$ cat src/rtl/muldiv_ctrl.sv
// muldiv_ctrl: iterative MIPS multiply/divide sequencer that owns HI/LO
// Ports:
//   clk, rst             clock, asynchronous active-high reset
//   startE, opE          start MULT(00)/MULTU(01)/DIV(10)/DIVU(11) from execute
//   srcaE, srcbE         rs (multiplicand/dividend), rt (multiplier/divisor)
//   flushE               execute stage flushed; aborts a running operation
//   hiweE, loweE, wdataE MTHI/MTLO write port (accepted only in IDLE)
//   stallE               stall request to the hazard unit
//   busy                 sequencer not idle
//   hi, lo               HI/LO registers, feed MFHI/MFLO
module muldiv_ctrl #(
    parameter int WIDTH = 32
) (
    input  logic             clk,
    input  logic             rst,
    input  logic             startE,
    input  logic [1:0]       opE,
    input  logic [WIDTH-1:0] srcaE,
    input  logic [WIDTH-1:0] srcbE,
    input  logic             flushE,
    input  logic             hiweE,
    input  logic             loweE,
    input  logic [WIDTH-1:0] wdataE,
    output logic             stallE,
    output logic             busy,
    output logic [WIDTH-1:0] hi,
    output logic [WIDTH-1:0] lo
);
    localparam int CW = $clog2(WIDTH + 1);

    typedef enum logic [1:0] {IDLE, RUN, DONE} state_t;

    state_t             state_q, state_d;
    logic [2*WIDTH-1:0] p_q, p_d;
    logic [WIDTH-1:0]   m_q, m_d, raw_q, raw_d, hi_q, hi_d, lo_q, lo_d;
    logic [CW-1:0]      cnt_q, cnt_d;
    logic               div_q, div_d, neg_q, neg_d, rneg_q, rneg_d, dz_q, dz_d;

    logic               go, sgn, sa, sb, qbit;
    logic [WIDTH-1:0]   ma, mb, quo, rem, res_hi, res_lo;
    logic [WIDTH:0]     mul_sum, rem_sh, diff;
    logic [2*WIDTH-1:0] step, prod;

    always_ff @(posedge clk or posedge rst) begin
        if (rst) begin
            state_q <= IDLE;
            p_q     <= '0;
            m_q     <= '0;
            raw_q   <= '0;
            hi_q    <= '0;
            lo_q    <= '0;
            cnt_q   <= '0;
            div_q   <= 1'b0;
            neg_q   <= 1'b0;
            rneg_q  <= 1'b0;
            dz_q    <= 1'b0;
        end else begin
            state_q <= state_d;
            p_q     <= p_d;
            m_q     <= m_d;
            raw_q   <= raw_d;
            hi_q    <= hi_d;
            lo_q    <= lo_d;
            cnt_q   <= cnt_d;
            div_q   <= div_d;
            neg_q   <= neg_d;
            rneg_q  <= rneg_d;
            dz_q    <= dz_d;
        end
    end

    always_comb begin
        go      = (state_q == IDLE) && startE && !flushE;
        state_d = (state_q == IDLE) ? (go ? RUN : IDLE) :
                  (state_q == RUN)  ? (flushE ? IDLE : (cnt_q == CW'(1)) ? DONE : RUN) :
                  IDLE;
    end

    always_comb begin
        stallE = go || (state_q == RUN);
        busy   = state_q != IDLE;
        hi     = hi_q;
        lo     = lo_q;
    end

    // Signed ops run on magnitudes; signs are reapplied at commit.
    // p_q holds {acc, multiplier} for multiply and {remainder, quotient} for divide.
    always_comb begin
        sgn     = !opE[0];
        sa      = sgn & srcaE[WIDTH-1];
        sb      = sgn & srcbE[WIDTH-1];
        ma      = sa ? -srcaE : srcaE;
        mb      = sb ? -srcbE : srcbE;
        mul_sum = {1'b0, p_q[2*WIDTH-1:WIDTH]} + (p_q[0] ? {1'b0, m_q} : '0);
        rem_sh  = p_q[2*WIDTH-1:WIDTH-1];
        diff    = rem_sh - {1'b0, m_q};
        qbit    = !diff[WIDTH];
        step    = div_q ? {qbit ? diff[WIDTH-1:0] : rem_sh[WIDTH-1:0], p_q[WIDTH-2:0], qbit}
                        : {mul_sum, p_q[WIDTH-1:1]};
        prod    = neg_q ? -p_q : p_q;
        quo     = p_q[WIDTH-1:0];
        rem     = p_q[2*WIDTH-1:WIDTH];
        // Divide by zero: quotient all ones, remainder is the raw dividend.
        res_hi  = div_q ? (dz_q ? raw_q : rneg_q ? -rem : rem) : prod[2*WIDTH-1:WIDTH];
        res_lo  = div_q ? (dz_q ? '1 : neg_q ? -quo : quo) : prod[WIDTH-1:0];
        p_d     = p_q;
        m_d     = m_q;
        raw_d   = raw_q;
        cnt_d   = cnt_q;
        div_d   = div_q;
        neg_d   = neg_q;
        rneg_d  = rneg_q;
        dz_d    = dz_q;
        hi_d    = hi_q;
        lo_d    = lo_q;
        if (go) begin
            div_d  = opE[1];
            p_d    = {{WIDTH{1'b0}}, opE[1] ? ma : mb};
            m_d    = opE[1] ? mb : ma;
            raw_d  = srcaE;
            cnt_d  = CW'(WIDTH);
            neg_d  = sa ^ sb;
            rneg_d = sa;
            dz_d   = srcbE == '0;
        end
        if (state_q == RUN) begin
            p_d   = step;
            cnt_d = cnt_q - CW'(1);
        end
        if (state_q == DONE) begin
            hi_d = res_hi;
            lo_d = res_lo;
        end else if (state_q == IDLE && !flushE) begin
            hi_d = hiweE ? wdataE : hi_q;
            lo_d = loweE ? wdataE : lo_q;
        end
    end
endmodule

$ cat config.mk
export PLATFORM = sky130hd
export DESIGN_NAME = muldiv_ctrl
export DESIGN_NICKNAME = d
export VERILOG_FILES = /design/src/rtl/muldiv_ctrl.sv
export SDC_FILE = /design/constraint.sdc
export NUM_CORES = 1
export LEC_CHECK = 0
export CELL_PAD_IN_SITES_DETAIL_PLACEMENT = 2
export CELL_PAD_IN_SITES_GLOBAL_PLACEMENT = 2
export CORE_UTILIZATION = 37
export DETAILED_ROUTE_END_ITERATION = 16
export HOLD_SLACK_MARGIN = 0.12
export PLACE_DENSITY = 0.92
export SLEW_MARGIN = 5
export SYNTH_ARGS = -nofsm -noshare
export SYNTH_HDL_FRONTEND = slang
export SYNTH_SLANG_ARGS = --single-unit
$ cat constraint.sdc
create_clock -name clk -period 20.1 [get_ports clk]
set_input_delay 6.03 -clock clk [delete_from_list [all_inputs] [get_ports clk]]
set_output_delay 6.03 -clock clk [all_outputs]
set_load 0.02 [all_outputs]
==> results.md, run 1 <==
- Status: finished clean
- Pwr Density: 156.5 nW/um^2
- Total CTS buffers: 26
- Final Setup Violations: 0
- Hold path endpoint: raw_q[27]
- Max Freq: 66.15 MHz
- Count of cell types in the netlist: 71
- Final Hold Vio Count: 0
- Total gr overflow: 0
- CTS resizes: 0
- Synthesis Warnings: 0
- First-pass GRT wire length: 140700 microns
- Top post-synthesis cells by count: nand2_1 (382), dfrtp_1 (204), o21ai_0 (204), nor2_1 (158), clkbuf_1 (127)
- Nets: 2426
- Hold_sp: raw_q[27]
- Top cell type by total area after synthesis: dfrtp_1
- RSZ-0062 raised after global routing: no
- Relative slew slack: 22.77%
- Antenna violations before repair: 3
- CP bufs+invs: 5
- Ports: 170
- Port-buffer cells: 169
- Via count of the first global-routing pass: 21100
- Final Max Slew Viols: 0
- Die height: 215.9 microns
- Mapped Cells: 2177
- Maximum level of the CTS H-tree: 1
- FF-to-FF setup slack: 14990 ps
- Worst-Margin Slew: 1156 ps
- Die area: 46610 sq um
- Async set or reset register ratio after synthesis: 100.0%
- Worst path max stage delay: 600 ps
- CTS tree: done
- Filler Cells Inserted: 5071
- Max-Cap Viols: 0
- Worst Path Arrival: 9090 ps
- WP data required: 14070 ps
- Min Tclk post-route: 15120 ps
- Most common cell in the netlist: nand2_1
- GPL Wtd Cong: 0.9494
- Site Rows: 78
- Hold slack: 504.9 ps
- Initial core utilization: 37.38%
- Worst Setup End Kind: output port
- Post-Synthesis Cell Area: 16930 sq um
- CTS max path bufs: 3
- Fraction of layout cells with a size suffix above 1: 4.449%
- Die width: 215.9 microns
- Core area: 45280 sq um
- Post-synth EDFFs: 0
- Reg2reg start: p_q[31]
- Worst hold path type: reg -> reg
- Multi-input gate area: 11040 sq um
- Area contributors post-synth: dfrtp_1 (30%), nand2_1 (8.5%), o21ai_0 (6.0%)
- Sequential fraction of the synthesis area: 30.16%
- CTS sink count: 204
- Reg clk slew, reported paths: 80 ps
- Largest net degree at the start of global routing: 91
- Via Count: 19620
- GRT Total Usage: 39.94%
- Iter 0 DRT Violations: 2109
- Residual DRC: 0
- DRT antenna net count: 0
- Root cell of the clock tree: clkbuf_16
- Post-route setup TNS: 0 ps
- FF/Latch Area: 5106 sq um
- Ys flop type: dfrtp_1
- Syn nets: 2353
- Detailed Routing Iterations Pass 1: 6
- Area growth from synthesis to layout: 18.08%
- Syn_area_per_cell: 7.775 sq um
- Vias/cell: 6.832
- Clk_skew: 59.74 ps
- Hold buffer count at CTS: 0
- Crit Path Max Fanout: 67
- Crit path kind: in -> out
- Flops & latches, synth: 204
- Critical Path Start Type: input pin
- Total Wirelength: 94270 microns
- Worst path slowest cell: clkdlybuf4s50_1
- FF-to-FF path depth: 13
- Tcrit/Tclk final: 75.21%
- Leakage: 8.444 nW
- CP top delay family: buffers and inverters
- Area fraction of the dominant cell type after synthesis: 30.16%
- Skew-Pair Late Insertion Delay: 630 ps
- Reg2reg end: p_q[51]
- Routed WL per cell: 32.82 microns
- DP HPWL: 61880 microns
- Maximum VDD drop: 0.09445 mV
- Hold Path Cell Cnt: 2
- CP cell instances: clkdlybuf4s50_1 > nor2_1 > and2_2 > buf_4 > nor2_2 > buf_4 > inv_1 > clkdlybuf4s50_1
- Post-CTS Setup Inserts: 0
==> through the flow <==
step	power (W)	area, sq um	utilization (%)	cells	setup WS [ps]
2_1_floorplan	0.001760	16930	-	2177	7092
3_3_place_gp	0.002264	19030	42.03	2822	5289
3_5_place_dp	0.002386	19030	42.03	2822	5157
4_1_cts	0.003042	19980	44.13	2870	5077
5_1_grt	0.003216	19980	44.13	2870	4875
6_report	0.003128	19990	44.14	2872	4982
==> cell usage in the layout (no fill, tap or decap), types with 50 or more instances in the layout <==
cell type	instances
xor2_1	89
ha_1	70
inv_1	63
nand2_1	381
o21ai_0	204
xnor2_1	95
mux2i_1	92
a21oi_1	117
clkdlybuf4s50_1	168
nand3_1	50
dfrtp_1	203
nor2_1	156
==> power by group <==
group          switching, W  total, W  internal [W]  leakage [nW]
Combinational       0.00112   0.00175      0.000636          5.46
Clock              0.000240  0.000559      0.000319         0.444
Sequential         0.000279  0.000818      0.000539          2.54
==> tightest hold or removal path: cells and delay by family, from the launching register on <==
| kind | cells | cell delay [ps] |
|---|---|---|
| DFF | 1 | 370 |
| and+or+nand+nor | 2 | 100 |
==> how the worst max path moves through the flow <==
stage	from	cells past startpoint	end	slack [ps]
2_1_floorplan	flushE	5	stallE	7090
3_3_place_gp	flushE	8	stallE	5290
3_5_place_dp	flushE	8	stallE	5160
4_1_cts	flushE	8	stallE	5080
5_1_grt	flushE	8	stallE	4880
6_report	flushE	8	stallE	4980
==> cell type report <==
class | count | area share (%)
Inverter | 67 | 1.296
Tap cell | 600 | 3.756
Clock inverter | 14 | 1.133
Timing Repair Buffer | 195 | 9.415
Multi-Input combinational cell | 1756 | 55.22
Clock buffer | 34 | 3.606
Antenna cell | 2 | 0.02504
Sequential cell | 204 | 25.55
==> flip-flops by register name, summed over array words and instances, names as in the netlist <==
signal	cells
raw_q	32
m_q	32
div_q	1
state_q	2
lo	32
neg_q	1
dz_q	1
hi	32
cnt_q	6
p_q	64
rneg_q	1
==> cells by family (layout without fill, tap and decap cells) <==
logic type | after synthesis | after routing | share of synthesized area, %
mux | 94 | 94 | 5.574
xor+xnor | 185 | 185 | 9.573
compound gates | 623 | 623 | 23.76
other cells | 0 | 2 | 0
simple gates | 782 | 782 | 20.67
fa+ha+maj | 72 | 72 | 5.411
buf+inv | 217 | 310 | 4.857
flops | 204 | 204 | 30.16
==> layer usage <==
layer	global-route usage [%]	share of wire (%)
met3	10.50	9.2
met2	64.73	46
met1	46.61	37
met4	25.84	7.2
met5	0	0.012
(Power assumes the default switching activity.)
==> run 2: changes to the inputs <==
--- a/config.mk
+++ b/config.mk
@@ -7,10 +7,10 @@
 export LEC_CHECK = 0
 export CELL_PAD_IN_SITES_DETAIL_PLACEMENT = 2
 export CELL_PAD_IN_SITES_GLOBAL_PLACEMENT = 2
-export CORE_UTILIZATION = 37
+export CORE_UTILIZATION = 35
 export DETAILED_ROUTE_END_ITERATION = 16
 export HOLD_SLACK_MARGIN = 0.12
-export PLACE_DENSITY = 0.92
+export PLACE_DENSITY = 0.88
 export SLEW_MARGIN = 5
 export SYNTH_ARGS = -nofsm -noshare
 export SYNTH_HDL_FRONTEND = slang
==> constraint.sdc (replaced) <==
create_clock -name clk -period 15.2 [get_ports clk]
set_input_delay 4.56 -clock clk [delete_from_list [all_inputs] [get_ports clk]]
set_output_delay 4.56 -clock clk [all_outputs]
set_load 0.02 [all_outputs]
==> results.md, run 2 (synthesis results as in run 1) <==
- Status: finished clean
- Worst-Margin Slew: 1145 ps
- CTS resizes: 0
- Hold slack: 490.1 ps
- Reg clk slew, reported paths: 50 ps
- Crit path kind: in -> out
- Most frequent cells in the layout: nand2_1 (381), o21ai_0 (204), dfrtp_1 (203)
- Largest Register: p_q
- Via Count: 18620
- Total CTS buffers: 27
- Critical Path Start Type: input pin
- Multi-input gate area: 11040 sq um
- Fraction of layout cells with a size suffix above 1: 4.831%
- Worst Path Arrival: 6810 ps
- Die area: 49240 sq um
- Port-buffer cells: 169
- Filler Cells Inserted: 5293
- Vias/cell: 6.435
- CTS max path bufs: 3
- Initial core utilization: 35.45%
- Leakage: 8.482 nW
- FF/Latch Area: 5106 sq um
- Most common cell after layout, fill and taps aside: nand2_1
- GRT met1 Usage: 42.81%
- Max FFs per register: 64
- Ports: 170
- Skew-Pair Late Insertion Delay: 590 ps
- Hold buffer count at CTS: 0
- DP HPWL: 60340 microns
- Core area: 47750 sq um
- Max Freq: 87.93 MHz
- GRT Total Usage: 33.64%
- Total gr overflow: 0
- Maximum level of the CTS H-tree: 1
- Residual DRC: 0
- CTS tree: done
- Final Hold Vio Count: 0
- RSZ-0062 raised after global routing: no
- Iter 0 DRT Violations: 1814
- Final Max Slew Viols: 0
- Total Wirelength: 83910 microns
- First-pass GRT wire length: 127500 microns
- Maximum VDD drop: 0.09227 mV
- Relative slew slack: 22.99%
- Nets: 2435
- Tcrit/Tclk final: 74.82%
- Via count of the first global-routing pass: 20060
- Routed WL per cell: 29.00 microns
- Post-route setup TNS: 0 ps
- Worst hold path type: reg -> reg
- Detailed Routing Iterations Pass 1: 6
- Final Setup Violations: 0
- Area growth from synthesis to layout: 18.16%
- Worst Setup End Kind: output port
- Clk_skew: 26.80 ps
- Die height: 221.9 microns
- DRT antenna net count: 0
- CTS sink count: 204
- Largest net degree at the start of global routing: 131
- WP data required: 10640 ps
- Layer carrying the most global-route usage: met2
- Site Rows: 80
- Die width: 221.9 microns
- GR Util met2: 55.52%
- GRT met3 Usage: 5.473%
- Max-Cap Viols: 0
- Root cell of the clock tree: clkbuf_16
- GPL Wtd Cong: 0.9294
- Min Tclk post-route: 11370 ps
- Post-CTS Setup Inserts: 0
- Antenna violations before repair: 7
- Crit Path Max Fanout: 6
- Pwr Density: 196.4 nW/um^2
==> run 2: path summary, 6_finish.rpt <==
kind                       startpoint        to  slack [ps]  cells after the start
min                          cnt_q[5]  cnt_q[5]         490                      1
max reg2reg                   p_q[31]   p_q[54]       10310                     13
min reg2reg                  cnt_q[5]  cnt_q[5]         490                      1
max in group asynchronous         rst     div_q        8850                      3
max                            flushE    stallE        3830                      6
min in group asynchronous         rst    lo[22]        4590                      2
==> run 2: stage by stage <==
stage / worst slack [ps] / std cells / power, W / utilization, % / area, sq um
after floorplan: 5073 / 2177 / 0.002327 / - / 16930
after global routing: 3835 / 2892 / 0.004100 / 41.88 / 20000
after global placement: 3945 / 2845 / 0.003006 / 40.03 / 19110
final: 3828 / 2893 / 0.003928 / 41.89 / 20000
after CTS: 3845 / 2892 / 0.003874 / 41.88 / 20000
after detailed placement: 3883 / 2845 / 0.003142 / 40.03 / 19110
==> run 2: layout make-up <==
type | count | area share (%)
diodes | 1 | 0.01251
clock buffers | 34 | 3.760
clock inverters | 13 | 0.6569
inverters | 67 | 1.295
multi-input cells | 1756 | 55.19
flip-flops and latches | 204 | 25.53
well taps | 615 | 3.848
repair buffers | 203 | 9.710
==> run 2: report_power, final <==
group	switching, W	internal [W]	leakage [nW]
Clock	0.000284	0.000383	0.442
Sequential	0.000315	0.000714	2.54
Combinational	0.00139	0.000847	5.50
==> run 2: critical path, cell delays in order <==
cell             delay (ps)
clkdlybuf4s50_1         570
nor2_1                  680
and2_2                  290
nor2_2                   50
inv_1                    50
clkdlybuf4s50_1         590
==> run 2: layer usage <==
metal,vias up,wire length (microns)
met5,-,56
met1,9507,34310
met2,863,39400
met3,268,5751
li1,7968,-
met4,10,4393
